--- config.mk ---
export PLATFORM = sky130hd
export DESIGN_NAME = sub_delay_line
export DESIGN_NICKNAME = d
export VERILOG_FILES = /design/src/rtl/sub_delay_line.sv
export SDC_FILE = /design/constraint.sdc
export NUM_CORES = 1
export LEC_CHECK = 0
export BUFFER_PORTS_ARGS = -buffer_cell sky130_fd_sc_hd__clkbuf_2
export CAP_MARGIN = 20
export CORE_AREA = 4 4 41 43
export CTS_BUF_LIST = sky130_fd_sc_hd__clkbuf_2 sky130_fd_sc_hd__clkbuf_4 sky130_fd_sc_hd__clkbuf_8
export CTS_CLUSTER_SIZE = 24
export DETAILED_ROUTE_END_ITERATION = 7
export DIE_AREA = 0 0 45 47
export PLACE_DENSITY = 0.32
export SETUP_SLACK_MARGIN = 0.15
export SKIP_CTS_REPAIR_TIMING = 1
export SLEW_MARGIN = 10
export SYNTH_ARGS = -nofsm -noshare
export SYNTH_HDL_FRONTEND = slang
export SYNTH_SLANG_ARGS = --single-unit
export TNS_END_PERCENT = 10
--- constraint.sdc ---
create_clock -name clk -period 0.8 [get_ports clk]
set_clock_uncertainty 0.2 [all_clocks]
set_input_delay 0.12 -clock clk [delete_from_list [all_inputs] [get_ports clk]]
set_output_delay 0.12 -clock clk [all_outputs]
set_load 0.005 [all_outputs]
--- src/rtl/sub_delay_line.sv ---
// Fixed-depth valid/data shift pipe; data of invalid slots is held at zero.
module sub_delay_line #(
    parameter int unsigned DEPTH  = 1,
    parameter int unsigned DATA_W = 5
) (
    input  logic              clk,
    input  logic              rst,
    input  logic              validIn,
    input  logic [DATA_W-1:0] dataIn,
    output logic              validOut,
    output logic [DATA_W-1:0] dataOut
);

    logic [DEPTH-1:0]  v_q;
    logic [DATA_W-1:0] d_q [DEPTH];

    always_ff @(posedge clk) begin
        if (rst) begin
            v_q <= '0;
            for (int i = 0; i < DEPTH; i++) begin
                d_q[i] <= '0;
            end
        end else begin
            v_q[0] <= validIn;
            d_q[0] <= validIn ? dataIn : '0;
            for (int i = 1; i < DEPTH; i++) begin
                v_q[i] <= v_q[i-1];
                d_q[i] <= d_q[i-1];
            end
        end
    end

    assign validOut = v_q[DEPTH-1];
    assign dataOut  = d_q[DEPTH-1];

endmodule

## Word-level counts from Yosys, hierarchy flattened

Memories as Yosys holds them, arrays and structs flattened.
Cells that the tools add are included.

| cells by class | value |
|---|---|
| reduce and logical (&&, ||, !) cells | 1 |
| muxes and demuxes | 6 |

Operators with widths:

| cell | number |
|---|---|
| two-way mux 5 bit | 2 |
| OR reduction 5 bit | 1 |
| two-way mux 1 bit | 4 |

| storage, ports and cells | value |
|---|---|
| output and inout bits | 6 |
| flip-flop bits (word level) | 1 |
| memories kept | 1 |
| bits in writable memories | 5 |

Memories:

| memory | depth | bits a word | read ports | clocked after memory_dff | wr ports | line | source |
|---|---|---|---|---|---|---|---|
| d_q | 1 | 5 | 1 | 0 | 1 | 15 | `logic [DATA_W-1:0] d_q [DEPTH];` |

## Logic depth before layout (Yosys ltp)

| depth | value |
|---|---|
| depth after elaboration | 3 |
| depth in mapped cells | 1 |
| gate-level depth less buffers | 1 |

## Least setup slack after synthesis

No wires, ideal clock.

| timing | value |
|---|---|
| path kind | reg-to-output |
| start point | memory d_q[0][0] |
| end point | output port dataOut[0] |
| arrival | 0.298 ns |
| slack | 0.182 ns |
| stages on the path, launching flop included | 1 |
| path through | dfxtp_1 |

| between the ends | value |
|---|---|
| cells in the longest elaborated chain, start to end | 1 |

Ends and longest elaborated chain:

| element | line | source |
|---|---|---|
| start, declared | 15 |  |
| memory (1 x 5 bit) | - |  |
| end, declared | 11 | `output logic [DATA_W-1:0] dataOut` |

No other way between the ends.

## Worst setup path in the final report

| timing | value |
|---|---|
| start point | memory d_q[0][3] |
| end point | output port dataOut[3] |

The elaborated chain is that of the path after synthesis.

==> run summary <==
clock slew at reported path FFs = 50 ps
CP max FO = 1
WHS Endpoint = validOut$_SDFF_PP0_
Inserted Clock Buffers = 3
Initial Utilization = 0.1308
Yosys cell types = 3
mux cell area share after synthesis = 0
slowest cell delay on critical path = 290 ps
Avg Cell Area, Syn = 14.18 µm²
core area = 1301 µm²
pre-CTS setup slack = 56.86 ps
CTS max path bufs = 2
main combinational cell family by area after synthesis = simple AND/OR/NAND/NOR gates
die area = 2115 µm²
final hold vios = 6
Layout area overhead = 62.50%
critical path, cell by cell = buf_2
Root Driver = clkbuf_4
Synthesized Nets = 20
# rows = 13
violation count after the first detailed-route iteration = 0
xor/xnor share of the synthesized area = 0
IO Pins = 14
post-synthesis sequential area ratio = 0.7059
Power Total = 0.6358 mW
final hold slack = -108.4 ps
leak pwr = 0.1585 nW
Synth Warn # = 0
setup TNS = -964.9 ps
Required @ worst endpoint = 480 ps
Fmax = 1039 MHz
family with the most delay on the worst path = flip-flops
CP max-delay cell = dfxtp_1
RSZ-0062 raised after global routing = true
compound-gate portion of the synthesized area = 0
Final min period = 962.4 ps
hold depth = 2
filler instances = 154
commonest non-fill, non-tap cell in the layout = clkbuf_2
RePlAce Congestion = 0.5911
DR pass1 iterations = 1
Finished Core Util = 0.2125
Via Count = 141
Yosys reg bits = 6
Slew Limit Headroom = 0.9444
drt via density = 3.279
Residual DRC = 0
hold crit path type = in2reg
final setup vio count = 6
CP startpoint kind = register
All-Layer GR Usage = 0.04826
clk sink count = 6
Tcrit/Tclk final = 1.203
die height = 47 µm
cell area power density = 2299 nW/µm²
status = finished, violations left
Routed Antenna Nets = 0
Pins Over Slew Limit = 0
drt total wl = 402 µm
ant diodes = 0
crit path kind = reg2out
die width = 45 µm
CP endpoint kind = output port
CTS tree = done
Post-Syn Instances = 12
Max Cap Viol = 0
first-pass GRT wire length = 586 µm
synthesized cell area = 170.2 µm²
Critical path buffers and inverters = 1
gr ovfl total = 0
dpl hpwl = 327.1 µm
vias in the first global route = 163
Synth Area in Adders = 0
# port buffers = 13
peak supply drop = 0.0005052 V
share of post-route cells with drive strength above 1 = 0.5714
antenna violations before repair = 0
share of Yosys cell area claimed by the top area cell type = 0.7059
Area contributors post-synth = dfxtp_1, and3b_1, nor2b_1
H-tree lvl count = 1
Wirelength per Cell = 9.349 µm
most frequent cells in the layout = clkbuf_2, dfxtp_1, and3b_1
post-synthesis simple-gate area fraction = 0.2941
failing checks = negative hold slack, negative setup slack
worst-margin pin slew = 83.40 ps
largest net degree at the start of global routing = 7
CP arrival = 640 ps
area leader, netlist = dfxtp_1
layout net count = 38
Final Worst Setup Slack = -162.4 ps
Hold Crit Start = rst
layer usage:
layer	vias up	share of wire	track usage
met2	9	0.45	0.06215
met1	57	0.43	0.03196
met4	0	0.047	0.1053
met5	-	0	0
met3	2	0.072	0.02682
li1	73	-	-
layout make-up:
cell class / count / area [µm²] / share of cell area
timing repair buffer: 13 / 65.06 / 0.2353
sequential: 6 / 120.1 / 0.4344
tap: 15 / 18.77 / 0.06787
clock buffer: 3 / 22.52 / 0.08145
multi-input combinational: 6 / 50.05 / 0.1810
synthesized netlist by cell type:
library cell  count
nor2b_1           1
and3b_1           5
dfxtp_1           6
worst max path at each step:
stage	depth (start not counted)	from	slack (ps)	endpoint
6_report	1	d_q[0][3]$_SDFF_PP0_	-160	dataOut[3]
4_1_cts	1	d_q[0][1]$_SDFF_PP0_	-180	dataOut[1]
3_5_place_dp	2	rst	60	d_q[0][3]$_SDFF_PP0_
3_3_place_gp	2	rst	60	d_q[0][1]$_SDFF_PP0_
5_1_grt	1	validOut$_SDFF_PP0_	-210	validOut
2_1_floorplan	0	d_q[0][0]$_SDFF_PP0_	180	dataOut[0]
flip-flops by register name (all words and copies together) (netlist names):
register,count
d_q,5
validOut,1
metrics by stage:
stage / cell area (µm²) / std cells
2_1_floorplan: 170.2 / 12
3_3_place_gp: 254.0 / 40
3_5_place_dp: 254.0 / 40
4_1_cts: 276.5 / 43
5_1_grt: 276.5 / 43
6_report: 276.5 / 43
cells by family after synthesis:
group / after synthesis
flops: 6
simple gates: 6
power by group:
| group | leakage (nW) | switching, mW | internal (mW) |
|---|---|---|---|
| logic | 0.0953 | 0.0167 | 0.0285 |
| registers | 0.0494 | 0.00238 | 0.313 |
| clock network | 0.0138 | 0.106 | 0.170 |
Note: power is estimated with default switching activity, not from simulation.
